===== src/rtl/fir_feeder_pkg.sv =====
// rtl/fir_feeder_pkg.sv - shared state encoding and packed weight-bus helpers for the FIR front end
package fir_feeder_pkg;

    typedef enum logic [1:0] {
        ST_IDLE   = 2'd0,
        ST_LOAD_W = 2'd1,
        ST_STREAM = 2'd2,
        ST_DONE   = 2'd3
    } state_t;

    // Low bit of tap slice idx on a packed bus of width-bit weights.
    function automatic int unsigned slice_lo(input int unsigned idx, input int unsigned width);
        return idx * width;
    endfunction

    function automatic int unsigned tap_width(input int unsigned nb_taps);
        return (nb_taps > 1) ? $clog2(nb_taps) : 1;
    endfunction

endpackage


===== src/rtl/fir_feeder_if.sv =====
// rtl/fir_feeder_if.sv - job control, weight/activation streams and FIR drive signals of fir_feeder
interface fir_feeder_if #(
    parameter int NB_TAPS      = 5,
    parameter int WEIGHT_WIDTH = 16,
    parameter int ACT_WIDTH    = 16,
    parameter int LEN_WIDTH    = 8
);
    logic                            start;
    logic                            reuse_w;
    logic [LEN_WIDTH-1:0]            row_len;
    logic                            w_valid;
    logic                            w_ready;
    logic [WEIGHT_WIDTH-1:0]         w_data;
    logic                            a_valid;
    logic                            a_ready;
    logic [ACT_WIDTH-1:0]            a_data;
    logic                            out_ready;
    logic [ACT_WIDTH-1:0]            fir_act;
    logic [WEIGHT_WIDTH*NB_TAPS-1:0] fir_wregs;
    logic                            fir_dff_en;
    logic                            fir_out_valid;
    logic                            busy;
    logic                            done;

    modport master (
        output start, reuse_w, row_len, w_valid, w_data, a_valid, a_data, out_ready,
        input  w_ready, a_ready, fir_act, fir_wregs, fir_dff_en, fir_out_valid, busy, done
    );

    modport slave (
        input  start, reuse_w, row_len, w_valid, w_data, a_valid, a_data, out_ready,
        output w_ready, a_ready, fir_act, fir_wregs, fir_dff_en, fir_out_valid, busy, done
    );

endinterface


===== src/rtl/fir_feeder_wbank.sv =====
// rtl/fir_feeder_wbank.sv - NB_TAPS x WEIGHT_WIDTH weight register bank with per-slice write enable
module fir_wbank
    import fir_feeder_pkg::*;
#(
    parameter int NB_TAPS      = 5,
    parameter int WEIGHT_WIDTH = 16,
    parameter int TAP_W        = 3
) (
    input  logic                            clk,
    input  logic                            rst_n,
    input  logic                            we,
    input  logic [TAP_W-1:0]                idx,
    input  logic [WEIGHT_WIDTH-1:0]         wdata,
    output logic [WEIGHT_WIDTH*NB_TAPS-1:0] wregs
);

    // Only the addressed slice changes, so an interrupted load keeps older taps intact.
    always_ff @(posedge clk or negedge rst_n) begin
        if (!rst_n) begin
            wregs <= '0;
        end else begin
            for (int k = 0; k < NB_TAPS; k++) begin
                if (we && idx == TAP_W'(k)) begin
                    wregs[slice_lo(k, WEIGHT_WIDTH) +: WEIGHT_WIDTH] <= wdata;
                end
            end
        end
    end

endmodule


===== src/rtl/fir_feeder.sv =====
// rtl/fir_feeder.sv - loads FIR tap weights, streams one activation row and flags full-window outputs
module fir_feeder
    import fir_feeder_pkg::*;
#(
    parameter int NB_TAPS      = 5,
    parameter int WEIGHT_WIDTH = 16,
    parameter int ACT_WIDTH    = 16,
    parameter int LEN_WIDTH    = 8
) (
    input logic         clk,
    input logic         rst_n,
    fir_feeder_if.slave io
);

    localparam int TAP_W = tap_width(NB_TAPS);

    state_t               state;
    logic [TAP_W-1:0]     tap_cnt;
    logic [LEN_WIDTH-1:0] push_cnt;
    logic [LEN_WIDTH-1:0] len;
    logic                 w_ready_q;
    logic                 busy_q;
    logic                 done_q;
    logic                 out_valid_q;

    logic                 beat;
    logic                 push;
    logic                 last_beat;
    logic                 last_push;
    logic [LEN_WIDTH:0]   push_next;

    assign beat      = io.w_valid && w_ready_q;
    assign push      = io.a_valid && io.a_ready;
    assign last_beat = (tap_cnt == TAP_W'(NB_TAPS - 1));
    assign push_next = {1'b0, push_cnt} + (LEN_WIDTH + 1)'(1);
    assign last_push = (push_next == {1'b0, len});

    // The FIR tap DFFs are the only act pipeline stage: acceptance drives their enable directly.
    assign io.a_ready       = (state == ST_STREAM) && io.out_ready;
    assign io.fir_dff_en    = push;
    assign io.fir_act       = io.a_data[ACT_WIDTH-1:0];
    assign io.w_ready       = w_ready_q;
    assign io.busy          = busy_q;
    assign io.done          = done_q;
    assign io.fir_out_valid = out_valid_q;

    fir_wbank #(
        .NB_TAPS      (NB_TAPS),
        .WEIGHT_WIDTH (WEIGHT_WIDTH),
        .TAP_W        (TAP_W)
    ) u_wbank (
        .clk   (clk),
        .rst_n (rst_n),
        .we    (beat),
        .idx   (tap_cnt),
        .wdata (io.w_data),
        .wregs (io.fir_wregs)
    );

    always_ff @(posedge clk or negedge rst_n) begin
        if (!rst_n) begin
            state       <= ST_IDLE;
            tap_cnt     <= '0;
            push_cnt    <= '0;
            len         <= '0;
            w_ready_q   <= 1'b0;
            busy_q      <= 1'b0;
            done_q      <= 1'b0;
            out_valid_q <= 1'b0;
        end else begin
            done_q <= 1'b0;
            case (state)
                ST_IDLE: begin
                    if (io.start) begin
                        len    <= io.row_len;
                        busy_q <= 1'b1;
                        if (!io.reuse_w) begin
                            state     <= ST_LOAD_W;
                            tap_cnt   <= '0;
                            w_ready_q <= 1'b1;
                        end else if (io.row_len == '0) begin
                            state  <= ST_DONE;
                            done_q <= 1'b1;
                        end else begin
                            state    <= ST_STREAM;
                            push_cnt <= '0;
                        end
                    end
                end
                ST_LOAD_W: begin
                    if (beat) begin
                        if (last_beat) begin
                            tap_cnt   <= '0;
                            w_ready_q <= 1'b0;
                            if (len == '0) begin
                                state  <= ST_DONE;
                                done_q <= 1'b1;
                            end else begin
                                state    <= ST_STREAM;
                                push_cnt <= '0;
                            end
                        end else begin
                            tap_cnt <= tap_cnt + TAP_W'(1);
                        end
                    end
                end
                ST_STREAM: begin
                    if (push) begin
                        push_cnt <= push_next[LEN_WIDTH-1:0];
                        if (last_push) begin
                            state  <= ST_DONE;
                            done_q <= 1'b1;
                        end
                    end
                end
                ST_DONE: begin
                    state  <= ST_IDLE;
                    busy_q <= 1'b0;
                end
                default: state <= ST_IDLE;
            endcase

            // The flag rises the cycle after the push completing a window, so stale chain data never shows valid.
            if (push) begin
                out_valid_q <= (push_next >= (LEN_WIDTH + 1)'(NB_TAPS));
            end else if (io.out_ready) begin
                out_valid_q <= 1'b0;
            end
        end
    end

endmodule


===== src/flat_wrapper.sv =====
// flat-port wrapper written by rule: the top's interface ports become plain ports
module fir_feeder_flat import fir_feeder_pkg::*;
#(
    parameter int NB_TAPS      = 5,
    parameter int WEIGHT_WIDTH = 16,
    parameter int ACT_WIDTH    = 16,
    parameter int LEN_WIDTH    = 8
)
  (clk, rst_n, io_start, io_reuse_w, io_row_len, io_w_valid, io_w_data, io_a_valid, io_a_data, io_out_ready, io_w_ready, io_a_ready, io_fir_act, io_fir_wregs, io_fir_dff_en, io_fir_out_valid, io_busy, io_done);
  fir_feeder_if #(.NB_TAPS(NB_TAPS), .WEIGHT_WIDTH(WEIGHT_WIDTH), .ACT_WIDTH(ACT_WIDTH), .LEN_WIDTH(LEN_WIDTH)) io_i ();
  input logic clk;
  input logic rst_n;
  input wire logic [$bits(io_i.start)-1:0] io_start;
  input wire logic [$bits(io_i.reuse_w)-1:0] io_reuse_w;
  input wire logic [$bits(io_i.row_len)-1:0] io_row_len;
  input wire logic [$bits(io_i.w_valid)-1:0] io_w_valid;
  input wire logic [$bits(io_i.w_data)-1:0] io_w_data;
  input wire logic [$bits(io_i.a_valid)-1:0] io_a_valid;
  input wire logic [$bits(io_i.a_data)-1:0] io_a_data;
  input wire logic [$bits(io_i.out_ready)-1:0] io_out_ready;
  output wire logic [$bits(io_i.w_ready)-1:0] io_w_ready;
  output wire logic [$bits(io_i.a_ready)-1:0] io_a_ready;
  output wire logic [$bits(io_i.fir_act)-1:0] io_fir_act;
  output wire logic [$bits(io_i.fir_wregs)-1:0] io_fir_wregs;
  output wire logic [$bits(io_i.fir_dff_en)-1:0] io_fir_dff_en;
  output wire logic [$bits(io_i.fir_out_valid)-1:0] io_fir_out_valid;
  output wire logic [$bits(io_i.busy)-1:0] io_busy;
  output wire logic [$bits(io_i.done)-1:0] io_done;
  assign io_i.start = io_start;
  assign io_i.reuse_w = io_reuse_w;
  assign io_i.row_len = io_row_len;
  assign io_i.w_valid = io_w_valid;
  assign io_i.w_data = io_w_data;
  assign io_i.a_valid = io_a_valid;
  assign io_i.a_data = io_a_data;
  assign io_i.out_ready = io_out_ready;
  assign io_w_ready = io_i.w_ready;
  assign io_a_ready = io_i.a_ready;
  assign io_fir_act = io_i.fir_act;
  assign io_fir_wregs = io_i.fir_wregs;
  assign io_fir_dff_en = io_i.fir_dff_en;
  assign io_fir_out_valid = io_i.fir_out_valid;
  assign io_busy = io_i.busy;
  assign io_done = io_i.done;
  fir_feeder #(.NB_TAPS(NB_TAPS), .WEIGHT_WIDTH(WEIGHT_WIDTH), .ACT_WIDTH(ACT_WIDTH), .LEN_WIDTH(LEN_WIDTH)) u_core (.clk(clk), .rst_n(rst_n), .io(io_i));
endmodule

===== config.mk =====
export PLATFORM = sky130hd
export DESIGN_NAME = fir_feeder_flat
export DESIGN_NICKNAME = d
export VERILOG_FILES = /design/src/rtl/fir_feeder_pkg.sv /design/src/rtl/fir_feeder_if.sv /design/src/rtl/fir_feeder_wbank.sv /design/src/rtl/fir_feeder.sv /design/src/flat_wrapper.sv
export SDC_FILE = /design/constraint.sdc
export NUM_CORES = 1
export LEC_CHECK = 0
export BUFFER_PORTS_ARGS = -buffer_cell sky130_fd_sc_hd__buf_2
export CAP_MARGIN = 30
export CORE_AREA = 2 2 101 103
export DETAILED_ROUTE_END_ITERATION = 10
export DIE_AREA = 0 0 103 105
export GPL_TIMING_DRIVEN = 0
export PLACE_DENSITY = 0.79
export SKIP_LAST_GASP = 1
export SYNTH_ARGS = -nofsm -noshare
export SYNTH_HDL_FRONTEND = slang
export SYNTH_HIERARCHICAL = 1
export SYNTH_SLANG_ARGS = --single-unit

===== constraint.sdc =====
create_clock -name clk -period 2.7 [get_ports clk]
set_input_delay 0.135 -clock clk [delete_from_list [all_inputs] [get_ports clk]]
set_output_delay 0.135 -clock clk [all_outputs]
set_load 0.005 [all_outputs]

==> summary.md <==
| Metric | Value |
|---|---|
| Reg2reg setup slack | `160 ps` |
| Initial DRC count | `112` |
| Post-CTS Setup Inserts | `0` |
| Pre-CTS WS | `-93.7 ps` |
| WL final | `10700 um` |
| Worst-Skew Late Latency | `370 ps` |
| Final non-filler cell total | `674` |
| Max Clock Freq | `393 MHz` |
| Yosys cell types | `53` |
| Hold endpoint | `u_core/u_wbank/wregs[9]` |
| CTS clk-pin slew, worst paths | `100 ps` |
| Post-synthesis cell count | `382` |
| Seq/Total Area, Yosys | `53.3%` |
| Maximum vdd drop | `413 uV` |
| Area of the multi-input gates | `0.00204 mm^2` |
| Rows | `36` |
| R2R cell count | `7` |
| Initial antenna violation count | `0` |
| Crit Reg-Reg Endpoint | `u_core/push_cnt[6]` |
| Setup violators final | `0` |
| DRC Markers | `0` |
| Ports | `149` |
| Slew @ Worst Pin | `626 ps` |
| Area contributors post-synth | `dfrtp_1, mux2_2, buf_4` |
| Vias in the first global route | `3553` |
| Worst r2r src | `u_core/tap_cnt[0]` |
| CTS Buffer Depth | `2` |
| Root Buffer | `clkbuf_8` |
| CP arrival | `2810 ps` |
| Max Cap Violations | `0` |
| Clock share of power | `21.4%` |
| Pin count of the biggest net entering global routing | `75` |
| Logic pwr share | `35.2%` |
| Initial core utilization | `51.1%` |
| GPL Wtd Cong | `0.840` |
| # fillers | `783` |
| NumNets Final | `591` |
| Die H | `105 um` |
| HP Start | `io_w_data[9]` |
| TritonCTS clock tree | `built` |
| Syn Area/Cell | `12.9 um^2` |
| DP HPWL | `7700 um` |
| Cell Int Power | `3.66 mW` |
| Setup_tns | `0 ps` |
| Switching Power | `1.78 mW` |
| Post-synth EDFFs | `0` |
| Clock Skew | `13.5 ps` |
| Static Leakage | `3.17 nW` |
| First-pass GRT wire length | `17100 um` |
| Port bufs | `132` |
| CTS Sinks | `105` |
| Tmin final | `2540 ps` |
| H-tree levels | `3` |
| Outcome | `complete, no violations` |
| Core area | `0.00964 mm^2` |
| Synth async-reset ratio | `100%` |
| Post-Place Cells | `648` |
| Sequential power share | `43.4%` |
| Routed via count | `3580` |
| WL/cell | `15.9 um` |
| Total CTS buffers | `9` |
| Final worst slack | `156 ps` |
| Area share of the largest cell type after synthesis | `53.3%` |
| Tot GR Track Use | `20.1%` |
| Worst-path maximum fanout | `10` |
| Layout area overhead | `24.7%` |
| Final worst path period share | `94.2%` |
| Hold path depth | `2` |
| Yosys warns | `6` |
| Design area | `0.00615 mm^2` |
| CP startpoint kind | `flop` |
| Worst min-delay path class | `in2reg` |
| Utilization after layout | `63.8%` |
| Die ar. | `0.0108 mm^2` |
| Placed Area | `0.00579 mm^2` |
| Max-slew violations | `0` |
| Share of post-route cells with drive strength above 1 | `52.5%` |
| Ys flop type | `dfrtp_1` |
| Cell accounting for the most synthesized area | `dfrtp_1` |
| CP endpoint kind | `flop` |
| Post-Syn Nets | `437` |
| Overflow after GRT | `0` |
| DRT Pass-1 Iters | `4` |
| Die width | `103 um` |
| Sw Share | `32.7%` |
| Hold Vio Cnt, Final | `0` |
| CP Class | `reg2reg` |
| FF/Latch Area | `0.00263 mm^2` |
| Antenna diodes | `0` |
| Final ANT Viol Nets | `0` |
| Synth Cell Area | `0.00493 mm^2` |
| Vias/cell | `5.31` |
| Flops & latches, synth | `105` |
| Power Density | `885 mW/mm^2` |
| WP data required | `2960 ps` |
| Slew headroom | `57.8%` |
| RSZ-0062 raised after global routing | `false` |
==> per-stage QoR <==
stage          hold slack [ps]  total power [mW]
5_1_grt                   25.7              5.82
2_1_floorplan             -161              3.52
6_report                  44.5              5.44
3_3_place_gp               380              4.17
3_5_place_dp              98.1              4.27
4_1_cts                   27.0              5.48
==> synth_stat cells (5+ instances only) <==
cell	number
dfrtp_1	105
mux2_2	88
o21ai_0	22
nand2_1	21
buf_4	18
inv_1	11
a22o_1	8
ha_1	8
nor2_1	6
xnor2_1	6
buf_2	5
buf_6	5
clkbuf_1	5
nand3_1	5
nor3_1	5
==> power groups by stage <==
stage / clock [mW] / combinational [mW] / sequential [mW]
6_report: 1.16 / 1.92 / 2.36
5_1_grt: 1.28 / 2.13 / 2.42
4_1_cts: 1.20 / 1.92 / 2.36
3_5_place_dp: 0 / 1.88 / 2.39
3_3_place_gp: 0 / 1.81 / 2.36
2_1_floorplan: 0 / 1.15 / 2.37
==> critical path, stage by stage, from the launching register on <==
cell       delay (ps)
dfrtp_1           490
inv_1             120
ha_1              200
nand4_1           230
a221oi_2          500
o2111ai_2         320
clkbuf_1          300
a22o_1            280
==> routing by layer <==
metal / global-route usage (%) / part of all wire (%)
met1: 24.4 / 42
met5: 0 / 0
met4: 7.14 / 0.99
met2: 35.0 / 51
met3: 3.81 / 6.0
==> state kept, by name (all words and copies together) (netlist names) <==
signal	flops
u_core/io.fir_out_valid	1
u_core/len	8
u_core/io.done	1
u_core/push_cnt	8
u_core/u_wbank/wregs	80
u_core/io.w_ready	1
u_core/state	2
u_core/tap_cnt	3
u_core/io.busy	1
==> cells in the final DEF (no fill, tap or decap), drive strengths merged, types with 3 or more instances in the layout <==
| cell type | synthesis | final |
|---|---|---|
| clkbuf | 5 | 14 |
| nor3 | 5 | 5 |
| a22o | 8 | 8 |
| bufinv | 0 | 3 |
| and3 | 4 | 4 |
| buf | 28 | 161 |
| nand4 | 5 | 5 |
| nand3 | 5 | 5 |
| xnor2 | 6 | 6 |
| dlygate4sd3 | 0 | 10 |
| inv | 11 | 14 |
| nor4 | 3 | 3 |
| mux2 | 88 | 88 |
| xor2 | 3 | 3 |
| nand2b | 4 | 4 |
| ha | 8 | 8 |
| mux2i | 4 | 4 |
| o21ai | 22 | 22 |
| nor2 | 6 | 6 |
| or3 | 7 | 7 |
| nand2 | 21 | 21 |
| dfrtp | 105 | 105 |
==> kinds of logic after synthesis <==
group / Yosys count / share of synthesized area (%)
compound gates: 50 / 7.36
xor+xnor: 9 / 1.60
fa+ha+maj: 8 / 2.03
buf+inv: 44 / 5.61
flops: 105 / 53.3
mux: 92 / 20.9
simple gates: 74 / 9.19
==> what timing repair did <==
action	4_1_cts	5_1_grt
hold buffers	10	0
endpoints found under the hold margin	40	0
resized for setup	2	0
endpoints found under the setup margin	8	0
==> how the worst max path moves through the flow <==
stage                    endpoint  slack, ps              start
2_1_floorplan  u_core/push_cnt[2]        510    u_core/state[0]
3_3_place_gp   u_core/push_cnt[3]         60    u_core/state[0]
3_5_place_dp   u_core/push_cnt[6]        -90  u_core/tap_cnt[0]
4_1_cts        u_core/push_cnt[2]        170  u_core/tap_cnt[0]
5_1_grt        u_core/push_cnt[6]          5  u_core/tap_cnt[0]
6_report       u_core/push_cnt[6]        160  u_core/tap_cnt[0]
==> area by class of cell <==
class                   instances  area share, %
multi-input cells             233           33.2
clock buffers                   9           2.02
flip-flops and latches        105           42.7
repair buffers                143           12.9
well taps                     133           2.71
clock inverters                 7           2.02
inverters                      11          0.672
plain buffers                  33           3.83
No activity file was read; power rests on OpenSTA's default activity.
